[src/rtl/bcd_conv_arbiter_pkg.sv]
// Shared types and constants for the round-robin binary-to-BCD converter.
package bcd_pkg;

  typedef enum logic [1:0] {
    IDLE  = 2'd0,
    SHIFT = 2'd1,
    DONE  = 2'd2
  } state_t;

  localparam int         BCD_NIBBLE_W = 4;
  localparam logic [3:0] BCD_BLANK    = 4'hF;

  // Largest value representable with the given number of decimal digits.
  function automatic int max_dec(input int digits);
    int r;
    r = 1;
    for (int i = 0; i < digits; i++) r = r * 10;
    return r - 1;
  endfunction

endpackage

[src/rtl/bcd_conv_arbiter_if.sv]
// Requester-side bus of the shared BCD converter: requests, operands and results.
interface bcd_conv_arbiter_if #(
  parameter int NREQ   = 4,
  parameter int BIN_W  = 10,
  parameter int DIGITS = 3
);
  localparam int IDW = $clog2(NREQ);

  logic [NREQ-1:0]       req;
  logic [NREQ*BIN_W-1:0] bin_in;
  logic [NREQ-1:0]       ack;
  logic [IDW-1:0]        grant_id;
  logic                  busy;
  logic [4*DIGITS-1:0]   dec_out;
  logic                  dec_valid;
  logic                  ovf;

  modport master (output req, bin_in,
                  input  ack, grant_id, busy, dec_out, dec_valid, ovf);
  modport slave  (input  req, bin_in,
                  output ack, grant_id, busy, dec_out, dec_valid, ovf);
endinterface

[src/rtl/bcd_conv_arbiter_dd_core.sv]
// Double-dabble datapath: load an operand, then one add-3/shift step per enabled cycle.
module bcd_dd_core
  import bcd_pkg::*;
#(
  parameter int BIN_W  = 10,
  parameter int DIGITS = 3
) (
  input  logic                           clk,
  input  logic                           rst,
  input  logic                           load,
  input  logic [BIN_W-1:0]               bin_load,
  input  logic                           step,
  output logic [BCD_NIBBLE_W*DIGITS-1:0] bcd,
  output logic                           done
);
  localparam int             DW      = BCD_NIBBLE_W * DIGITS;
  localparam int             CW      = $clog2(BIN_W + 1);
  localparam logic [CW-1:0]  CNT_TOP = CW'(BIN_W - 1);

  logic [DW-1:0]    bcd_q, bcd_d;
  logic [BIN_W-1:0] bin_q, bin_d;
  logic [CW-1:0]    cnt_q, cnt_d;
  logic [DW-2:0]    adj;
  logic [3:0]       nib;

  // The top nibble never exceeds 4 before the last shift, so its MSB is not kept.
  always_comb begin
    adj = '0;
    nib = '0;
    for (int d = 0; d < DIGITS - 1; d++) begin
      nib = bcd_q[d*BCD_NIBBLE_W +: BCD_NIBBLE_W];
      adj[d*BCD_NIBBLE_W +: BCD_NIBBLE_W] = (nib >= 4'd5) ? nib + 4'd3 : nib;
    end
    nib = bcd_q[DW-1 -: BCD_NIBBLE_W];
    adj[DW-2 -: 3] = (nib >= 4'd5) ? 3'(nib + 4'd3) : nib[2:0];
  end

  always_comb begin
    bcd_d = bcd_q;
    bin_d = bin_q;
    cnt_d = cnt_q;
    if (load) begin
      bcd_d = '0;
      bin_d = bin_load;
      cnt_d = CNT_TOP;
    end else if (step) begin
      {bcd_d, bin_d} = {adj, bin_q, 1'b0};
      cnt_d          = cnt_q - 1'b1;
    end
  end

  always_ff @(posedge clk) begin
    if (rst) begin
      bcd_q <= '0;
      bin_q <= '0;
      cnt_q <= '0;
    end else begin
      bcd_q <= bcd_d;
      bin_q <= bin_d;
      cnt_q <= cnt_d;
    end
  end

  assign bcd  = bcd_q;
  assign done = step && (cnt_q == '0);
endmodule

[src/rtl/bcd_conv_arbiter.sv]
// Round-robin arbiter sharing one double-dabble converter among NREQ requesters.
// Define BCD_LEADING_BLANK_EN to replace leading zero digits (above digit 0) with the blank code.
//   state | meaning
//   IDLE  | waiting; on any req pick the next requester after the pointer and load it
//   SHIFT | BIN_W add-3/shift steps of the captured operand
//   DONE  | publish dec_out/ovf and pulse ack/dec_valid for one cycle
module bcd_conv_arbiter
  import bcd_pkg::*;
#(
  parameter int NREQ   = 4,
  parameter int BIN_W  = 10,
  parameter int DIGITS = 3
) (
  input  logic             clk,
  input  logic             rst,
  bcd_conv_arbiter_if.slave bus
);
  localparam int               IDW     = $clog2(NREQ);
  localparam int               DW      = BCD_NIBBLE_W * DIGITS;
  localparam int               MAX_DEC = max_dec(DIGITS);
  localparam logic [BIN_W-1:0] MAX_BIN = MAX_DEC[BIN_W-1:0];

  state_t           state_q, state_d;
  logic [IDW-1:0]   ptr_q, ptr_d, gid_q, gid_d;
  logic             busy_q, busy_d, dv_q, dv_d, ovf_q, ovf_d, clamp_q, clamp_d;
  logic [NREQ-1:0]  ack_q, ack_d;
  logic [DW-1:0]    dec_q, dec_d, dec_fmt, core_bcd;
  logic             found, load, core_done, clamp;
  logic [IDW-1:0]   win, cand;
  logic [BIN_W-1:0] raw_bin, op_bin;

  always_comb begin
    found = 1'b0;
    win   = '0;
    cand  = '0;
    for (int k = 1; k <= NREQ; k++) begin
      cand = IDW'((int'(ptr_q) + k) % NREQ);
      if (!found && bus.req[cand]) begin
        found = 1'b1;
        win   = cand;
      end
    end
  end

  assign raw_bin = bus.bin_in[win*BIN_W +: BIN_W];
  assign clamp   = (raw_bin > MAX_BIN);
  assign op_bin  = clamp ? MAX_BIN : raw_bin;

`ifdef BCD_LEADING_BLANK_EN
  logic lead;
  always_comb begin
    dec_fmt = core_bcd;
    lead    = 1'b1;
    for (int d = DIGITS - 1; d >= 1; d--) begin
      if (lead && (dec_fmt[d*BCD_NIBBLE_W +: BCD_NIBBLE_W] == 4'd0))
        dec_fmt[d*BCD_NIBBLE_W +: BCD_NIBBLE_W] = BCD_BLANK;
      else
        lead = 1'b0;
    end
  end
`else
  assign dec_fmt = core_bcd;
`endif

  always_comb begin
    state_d = state_q;
    ptr_d   = ptr_q;
    gid_d   = gid_q;
    busy_d  = busy_q;
    ack_d   = '0;
    dv_d    = 1'b0;
    dec_d   = dec_q;
    ovf_d   = ovf_q;
    clamp_d = clamp_q;
    load    = 1'b0;
    unique case (state_q)
      IDLE: begin
        if (found) begin
          gid_d   = win;
          ptr_d   = win;
          clamp_d = clamp;
          load    = 1'b1;
          busy_d  = 1'b1;
          state_d = SHIFT;
        end else begin
          busy_d = 1'b0;
        end
      end
      SHIFT: if (core_done) state_d = DONE;
      DONE: begin
        dec_d        = dec_fmt;
        ovf_d        = clamp_q;
        dv_d         = 1'b1;
        ack_d[gid_q] = 1'b1;
        state_d      = IDLE;
      end
      default: state_d = IDLE;
    endcase
  end

  always_ff @(posedge clk) begin
    if (rst) begin
      state_q <= IDLE;
      ptr_q   <= IDW'(NREQ - 1);
      gid_q   <= '0;
      busy_q  <= 1'b0;
      ack_q   <= '0;
      dv_q    <= 1'b0;
      dec_q   <= '0;
      ovf_q   <= 1'b0;
      clamp_q <= 1'b0;
    end else begin
      state_q <= state_d;
      ptr_q   <= ptr_d;
      gid_q   <= gid_d;
      busy_q  <= busy_d;
      ack_q   <= ack_d;
      dv_q    <= dv_d;
      dec_q   <= dec_d;
      ovf_q   <= ovf_d;
      clamp_q <= clamp_d;
    end
  end

  bcd_dd_core #(.BIN_W(BIN_W), .DIGITS(DIGITS)) u_core (
    .clk      (clk),
    .rst      (rst),
    .load     (load),
    .bin_load (op_bin),
    .step     (state_q == SHIFT),
    .bcd      (core_bcd),
    .done     (core_done)
  );

  assign bus.ack       = ack_q;
  assign bus.grant_id  = gid_q;
  assign bus.busy      = busy_q;
  assign bus.dec_out   = dec_q;
  assign bus.dec_valid = dv_q;
  assign bus.ovf       = ovf_q;
endmodule

[src/flat_wrapper.sv]
// flat-port wrapper written by rule: the top's interface ports become plain ports
module bcd_conv_arbiter_flat import bcd_pkg::*;
#(
  parameter int NREQ   = 4,
  parameter int BIN_W  = 10,
  parameter int DIGITS = 3
)
  (clk, rst, bus_req, bus_bin_in, bus_ack, bus_grant_id, bus_busy, bus_dec_out, bus_dec_valid, bus_ovf);
  bcd_conv_arbiter_if #(.NREQ(NREQ), .BIN_W(BIN_W), .DIGITS(DIGITS)) bus_i ();
  input  logic clk;
  input  logic rst;
  input wire logic [$bits(bus_i.req)-1:0] bus_req;
  input wire logic [$bits(bus_i.bin_in)-1:0] bus_bin_in;
  output wire logic [$bits(bus_i.ack)-1:0] bus_ack;
  output wire logic [$bits(bus_i.grant_id)-1:0] bus_grant_id;
  output wire logic [$bits(bus_i.busy)-1:0] bus_busy;
  output wire logic [$bits(bus_i.dec_out)-1:0] bus_dec_out;
  output wire logic [$bits(bus_i.dec_valid)-1:0] bus_dec_valid;
  output wire logic [$bits(bus_i.ovf)-1:0] bus_ovf;
  assign bus_i.req = bus_req;
  assign bus_i.bin_in = bus_bin_in;
  assign bus_ack = bus_i.ack;
  assign bus_grant_id = bus_i.grant_id;
  assign bus_busy = bus_i.busy;
  assign bus_dec_out = bus_i.dec_out;
  assign bus_dec_valid = bus_i.dec_valid;
  assign bus_ovf = bus_i.ovf;
  bcd_conv_arbiter #(.NREQ(NREQ), .BIN_W(BIN_W), .DIGITS(DIGITS)) u_core (.clk(clk), .rst(rst), .bus(bus_i));
endmodule
[config.mk]
export PLATFORM = sky130hd
export DESIGN_NAME = bcd_conv_arbiter_flat
export DESIGN_NICKNAME = d
export VERILOG_FILES = /design/src/rtl/bcd_conv_arbiter_pkg.sv /design/src/rtl/bcd_conv_arbiter_if.sv /design/src/rtl/bcd_conv_arbiter_dd_core.sv /design/src/rtl/bcd_conv_arbiter.sv /design/src/flat_wrapper.sv
export SDC_FILE = /design/constraint.sdc
export NUM_CORES = 1
export LEC_CHECK = 0
export CAP_MARGIN = 20
export CORE_UTILIZATION = 45
export CTS_CLUSTER_DIAMETER = 100
export CTS_CLUSTER_SIZE = 24
export DETAILED_ROUTE_END_ITERATION = 16
export PLACE_DENSITY = 0.75
export SKIP_LAST_GASP = 1
export SYNTH_ARGS = -nofsm -noshare
export SYNTH_HDL_FRONTEND = slang
export SYNTH_SLANG_ARGS = --single-unit
[constraint.sdc]
create_clock -name clk -period 5.25 [get_ports clk]
set_input_delay 1.05 -clock clk [delete_from_list [all_inputs] [get_ports clk]]
set_output_delay 1.05 -clock clk [all_outputs]
set_load 0.01 [all_outputs]
==> reports/qor.csv, run 1 <==
stage,metric,value,unit
sta,setup_viol,0,
yosys,ys_ff_latch,52,
critical_path,startpoint_type,input port,
place,hpwl,3.98,mm
cells_and_area,fin_nets,421,
sta,slew_viol_final,0,
cells_and_area,final-seq-area,0.00104,mm2
global_routing,grt-ovfl-total,0,
yosys,yosysTopAreaCell,dfxtp_1,
yosys,ys_warn_count,0,
place,gp_congestion,0.741,
power,p_leak,1.21,nW
sta,finalHoldViolations,0,
hold_path,holdCritPathClass,reg2reg,
clock_tree,cts_tree,yes,
sta,slew_headroom,37.2,%
yosys,synthCells,310,
sta,max_freq,0.285,GHz
clock_tree,clk_pin_slew,0.09,ns
place,io_buffer_count,66,
sta,worstMarginPinSlew,0.939,ns
route,vias,2298,
critical_path,critPathRequiredTime,5.50,ns
yosys,syn-num-nets,363,
critical_path,arrival,3.75,ns
flow_run,drv_cap,0,
critical_path,critPathKind,in2reg,
floorplanning,die_w,77.8,um
route,wire_per_inst,12.1,um
place,dpl_cell_area,0.00328,mm2
floorplanning,core.rowCount,27,
cells_and_area,multiInputGateArea,0.00143,mm2
clock_tree,post_cts.repair.setup_buffers,0,
clock_tree,cts-root-buf,clkbuf_8,
route,firstDrtPassIters,4,
clock_tree,cts_max_level,2,
global_routing,grt_pass1_wl,9.05,mm
yosys,yosysSeqAreaShare,40.3,%
clock_tree,clkSinkCount,52,
sta,finalSetupTns,0,ns
clock_tree,cts_buffers,5,
cells_and_area,n_fill_cell,507,
yosys,netlist_top_cells_area,"dfxtp_1 (40%), a21oi_1 (8.7%), nand2_1 (7.8%)",
cells_and_area,fin_util,61.2,%
sta,finalCriticalPeriod,3.50,ns
cells_and_area,final_cell_mix,"clkdlybuf4s50_1 (66), nand2_1 (54), dfxtp_1 (52)",
sta,rsz0062_at_grt,false,
route,ant_nets,0,
global_routing,grt_max_degree,28,
power,peakVddDrop,0.000133,V
global_routing,antenna_found_initial,0,
cells_and_area,stdcell_count,441,
critical_path,critPathCaptureType,register,
route,drtIter0Drc,127,
cells_and_area,diodes,0,
place,dp_slack,1.44,ns
clock_tree,clock_latency,0.30,ns
cells_and_area,fin_area,0.00337,mm2
place,dp.cells,433,
cells_and_area,area_growth,30.4,%
yosys,synth.avg_cell_area,8.34,um2
route,remaining_drc_errors,0,
clock_tree,cts_max_path_buffers,2,
floorplanning,num_io_pins,67,
floorplanning,coreArea,0.00551,mm2
sta,clock-skew-final,0.00829,ns
route,routed_wl,5.34,mm
yosys,yosysTopAreaCellShare,40.3,%
clock_tree,cts-resized-gates,0,
floorplanning,dieHeight,77.8,um
yosys,netlist_area,0.00259,mm2
critical_path,reg2reg_slack,2.64,ns
sta,timing.final.ws_setup,1.75,ns
floorplanning,dieArea,0.00605,mm2
sta,fin_crit_sh,66.7,%
global_routing,grt_pass1_vias,2090,
cells_and_area,drive_gt1_share,6.23,%
clock_tree,postCtsHoldBufs,0,
global_routing,grt.total_usage,18.5,%
power,pwr_density_cell,271,mW/mm2
cells_and_area,final_common_cell,clkdlybuf4s50_1,
critical_path,path_max_fanout,19,
yosys,synth_cell_types,39,
route,routed_via_density,5.21,
floorplanning,initial_core_util,47.0,%
run_status,outcome,finished clean,
## power breakdown
part           switching [W]  internal [W]  total [W]
clock               0.000129     0.0000950   0.000224
sequential         0.0000232      0.000422   0.000445
combinational       0.000127      0.000117   0.000245
total               0.000279      0.000634   0.000914
## state kept, by name (all words and copies together) (netlist names), 2 cells and up
name / cells
u_core.bus.ack: 4
u_core.bus.grant_id: 2
u_core.bus.dec_out: 12
u_core.state_q: 2
u_core.u_core.cnt_q: 4
u_core.u_core.bin_q: 10
u_core.ptr_q: 2
u_core.u_core.bcd: 12
## worst max-delay path: stages
cell and delay, ns:
clkdlybuf4s50_1 0.48, o21a_1 0.23, a211oi_4 0.81, and2b_1 0.27, a211oi_1 0.22, a21oi_1 0.12
o2111ai_4 0.36, a31o_2 0.21
## final timing paths
kind	start	endpoint	cells after the start
setup reg to reg	u_core.ptr_q[0]$_SDFFE_PP1P_	u_core.u_core.bin_q[4]$_SDFFE_PP0P_	7
setup / recovery	bus_req[1]	u_core.u_core.bin_q[4]$_SDFFE_PP0P_	8
hold / removal	u_core.clamp_q$_SDFFE_PP0P_	u_core.bus.ovf$_SDFFE_PP0P_	2
hold reg to reg	u_core.clamp_q$_SDFFE_PP0P_	u_core.bus.ovf$_SDFFE_PP0P_	2
## final cells by class
type / instances / area share (%)
Clock buffer: 6 / 2.15
Inverter: 9 / 1.00
Timing Repair Buffer: 70 / 20.5
Clock inverter: 2 / 0.482
Sequential cell: 52 / 30.9
Tap cell: 72 / 2.67
Multi-Input combinational cell: 230 / 42.3
## stage by stage
step / power, W / hold slack, ns
2_1_floorplan: 0.000627 / 0.432
3_3_place_gp: 0.000695 / 0.440
3_5_place_dp: 0.000701 / 0.447
4_1_cts: 0.000922 / 0.460
5_1_grt: 0.000968 / 0.481
6_report: 0.000914 / 0.459
## cells in the mapped netlist
| master | count |
|---|---|
| nand3_1 | 3 |
| nand2_1 | 54 |
| a31o_2 | 2 |
| clkbuf_1 | 15 |
| a21oi_2 | 1 |
| nor4_1 | 4 |
| and3_2 | 1 |
| o21a_1 | 1 |
| nand3b_1 | 1 |
| dfxtp_1 | 52 |
| a22oi_1 | 3 |
| a211oi_4 | 2 |
| ha_1 | 7 |
| mux2i_1 | 20 |
| xor2_1 | 3 |
| a311oi_1 | 1 |
| nand2b_1 | 9 |
| mux2_2 | 1 |
| a211o_1 | 2 |
| buf_4 | 1 |
| a21oi_1 | 45 |
| and3_1 | 1 |
| nor2b_1 | 5 |
| and2b_1 | 3 |
| xnor2_1 | 5 |
| o2111ai_4 | 1 |
| buf_2 | 1 |
| o31ai_1 | 1 |
| nor3b_2 | 1 |
| buf_6 | 1 |
| a211oi_1 | 8 |
| nor4b_1 | 1 |
| a311oi_2 | 1 |
| buf_1 | 1 |
| inv_1 | 9 |
| nor2_1 | 23 |
| nor3_1 | 7 |
| o21ai_0 | 11 |
| a221oi_2 | 2 |
## routing by layer
| layer | vias to the layer above | GRT usage, % | share of wire (%) |
|---|---|---|---|
| met3 | 6 | 3.76 | 3.9 |
| li1 | 1181 | - | - |
| met5 | - | 0 | 0 |
| met2 | 50 | 34.1 | 50 |
| met1 | 1061 | 21.6 | 45 |
| met4 | 0 | 4.72 | 0.96 |
## cell families after synthesis
kind of cell    count (synthesis)  synth area share, %
simple gates                  113                 20.0
compound gates                 81                 20.9
flops                          52                 40.3
buf+inv                        28                 4.55
mux                            21                 8.18
xor+xnor                        8                 2.71
fa+ha+maj                       7                 3.39
Note: power is estimated with default switching activity, not from simulation.
==> inputs of run 2 (changes only) <==
--- a/config.mk
+++ b/config.mk
@@ -6,11 +6,11 @@
 export NUM_CORES = 1
 export LEC_CHECK = 0
 export CAP_MARGIN = 20
-export CORE_UTILIZATION = 45
+export CORE_UTILIZATION = 44
 export CTS_CLUSTER_DIAMETER = 100
 export CTS_CLUSTER_SIZE = 24
 export DETAILED_ROUTE_END_ITERATION = 16
-export PLACE_DENSITY = 0.75
+export PLACE_DENSITY = 0.76
 export SKIP_LAST_GASP = 1
 export SYNTH_ARGS = -nofsm -noshare
 export SYNTH_HDL_FRONTEND = slang
==> constraint.sdc (replaced) <==
create_clock -name clk -period 2.9 [get_ports clk]
set_input_delay 0.58 -clock clk [delete_from_list [all_inputs] [get_ports clk]]
set_output_delay 0.58 -clock clk [all_outputs]
set_load 0.01 [all_outputs]
==> run 2 against run 1 <==
Power grew 87%. Clock skew decreased by 0.0015 ns. Routed wire length is 3.9% higher. Highest routed layer unchanged. Cell area up 1.7%. Largest cell class unchanged.
==> reports/qor.csv, run 2 (synthesis results as in run 1) <==
stage,metric,value,unit,change
run_status,outcome,finished clean,,
route,ant_nets,0,,unchanged
critical_path,startpoint_type,input port,,
floorplanning,core.rowCount,27,,unchanged
clock_tree,clk_pin_slew,0.09,ns,about the same
global_routing,grt_pass1_vias,2207,,+5.6%
power,peakVddDrop,0.000266,V,+100%
sta,setup_viol,0,,unchanged
critical_path,arrival,2.80,ns,-0.95 ns
cells_and_area,n_fill_cell,494,,-2.6%
sta,finalSetupTns,0,ns,unchanged
critical_path,critPathCaptureType,register,,
power,pwr_density_cell,498,mW/mm2,+84%
sta,slew_headroom,34.0,%,-3.2 points
clock_tree,cts_tree,yes,,
place,dp_slack,0.00114,ns,-1.44 ns
clock_tree,cts_max_path_buffers,2,,unchanged
sta,timing.final.ws_setup,0.313,ns,-1.43 ns
cells_and_area,area_growth,32.6,%,
route,vias,2316,,+0.78%
clock_tree,clock_latency,0.30,ns,about the same
hold_path,holdCritPathClass,reg2reg,,
route,drtIter0Drc,110,,-13%
cells_and_area,final_common_cell,clkdlybuf4s50_1,,
global_routing,grt_max_degree,39,,+39%
floorplanning,dieHeight,78.7,um,+1.1%
sta,worstMarginPinSlew,0.990,ns,+0.0507 ns
clock_tree,clkSinkCount,52,,unchanged
critical_path,path_max_fanout,18,,-1
cells_and_area,drive_gt1_share,7.26,%,+1.0 points
route,wire_per_inst,12.5,um,+3.2%
clock_tree,post_cts.repair.setup_buffers,0,,unchanged
place,dp.cells,436,,+0.69%
clock_tree,cts-resized-gates,0,,unchanged
cells_and_area,diodes,0,,unchanged
sta,whs,0.456,ns,-0.00303 ns
place,hpwl,4.04,mm,+1.6%
global_routing,grt-ovfl-total,0,,unchanged
sta,max_freq,0.387,GHz,
route,routed_wl,5.55,mm,+3.9%
cells_and_area,final-seq-area,0.00104,mm2,unchanged
cells_and_area,stdcell_count,444,,+0.68%
critical_path,critPathRequiredTime,3.11,ns,-2.39 ns
route,routed_via_density,5.22,,+0.10%
sta,fin_crit_sh,89.2,%,
sta,slew_viol_final,0,,unchanged
sta,clock-skew-final,0.00675,ns,-0.00154 ns
flow_run,drv_cap,0,,unchanged
cells_and_area,final_cell_mix,"clkdlybuf4s50_1 (66), nand2_1 (54), dfxtp_1 (52)",,
clock_tree,cts_max_level,2,,unchanged
floorplanning,coreArea,0.00557,mm2,+1.2%
floorplanning,dieArea,0.00619,mm2,+2.2%
sta,finalCriticalPeriod,2.59,ns,
clock_tree,cts_buffers,5,,unchanged
floorplanning,die_w,78.7,um,+1.1%
route,firstDrtPassIters,4,,unchanged
power,p_leak,1.23,nW,+2.1%
cells_and_area,fin_util,61.5,%,+0.27 points
global_routing,grt_pass1_wl,9.34,mm,+3.2%
clock_tree,postCtsHoldBufs,0,,unchanged
sta,finalHoldViolations,0,,unchanged
clock_tree,cts-root-buf,clkbuf_8,,
place,io_buffer_count,66,,unchanged
cells_and_area,multiInputGateArea,0.00143,mm2,unchanged
global_routing,grt.total_usage,18.9,%,+0.46 points
global_routing,antenna_found_initial,0,,unchanged
sta,rsz0062_at_grt,false,,
place,gp_congestion,0.784,,+5.8%
floorplanning,num_io_pins,67,,unchanged
route,remaining_drc_errors,0,,unchanged
floorplanning,initial_core_util,46.4,%,-0.57 points
critical_path,critPathKind,in2reg,,
cells_and_area,fin_nets,424,,+0.71%
[run 2: changes by cell type in the layout (fill, tap and decap cells not counted), sizes merged]
cell      delta
buf          +3
clkinv       -1
clkinvlp     +1
[run 2: per-layer routing]
layer / GRT usage, % / share of wire [%] / wire length (um) / up-vias
met5: 0 / 0 / 0 / -
met4: 6.30 / 1.2 / 64 / 0
met3: 2.79 / 3.0 / 168 / 4
met2: 35.6 / 52 / 2860 / 49
met1: 21.6 / 44 / 2450 / 1073
li1: - / - / - / 1190
[run 2: critical path, stage by stage]
cell and delay, ns:
clkdlybuf4s50_1 0.46, nand2b_1 0.16, o21ai_0 0.16, a211oi_4 0.31, buf_12 0.18, mux2i_1 0.24
and3_2 0.23, o2111ai_4 0.18, a311oi_2 0.29
[run 2: final cells by class]
type	count	share of cell area, %
repair buffers	73	21.5
clock inverters	2	0.438
clock buffers	6	2.41
flip-flops and latches	52	30.4
multi-input cells	230	41.6
inverters	9	0.985
well taps	72	2.63
[run 2: worst paths after layout]
kind                                                          start                                   to  slack, ns  depth (start not counted)
worst min-delay path            u_core.u_core.bin_q[9]$_SDFFE_PP0P_    u_core.u_core.bcd[0]$_SDFFE_PP0P_       0.46                          2
worst max register to register         u_core.ptr_q[0]$_SDFFE_PP1P_  u_core.u_core.bin_q[0]$_SDFFE_PP0P_       0.63                          8
worst max-delay path                                     bus_req[3]  u_core.u_core.bin_q[0]$_SDFFE_PP0P_       0.31                          9
worst min register to register  u_core.u_core.bin_q[9]$_SDFFE_PP0P_    u_core.u_core.bcd[0]$_SDFFE_PP0P_       0.46                          2
[run 2: stage by stage]
step | cell area, um2 | total power [W]
3_5_place_dp | 3330 | 0.00130
4_1_cts | 3430 | 0.00173
3_3_place_gp | 3330 | 0.00129
6_report | 3430 | 0.00171
2_1_floorplan | 2590 | 0.00113
5_1_grt | 3430 | 0.00180
[run 2: power by group]
| part | switching (W) | total (W) | internal (W) | leakage [nW] |
|---|---|---|---|---|
| logic | 0.000241 | 0.000475 | 0.000234 | 0.768 |
| registers | 0.0000408 | 0.000805 | 0.000764 | 0.424 |
| clock network | 0.000232 | 0.000426 | 0.000193 | 0.0434 |
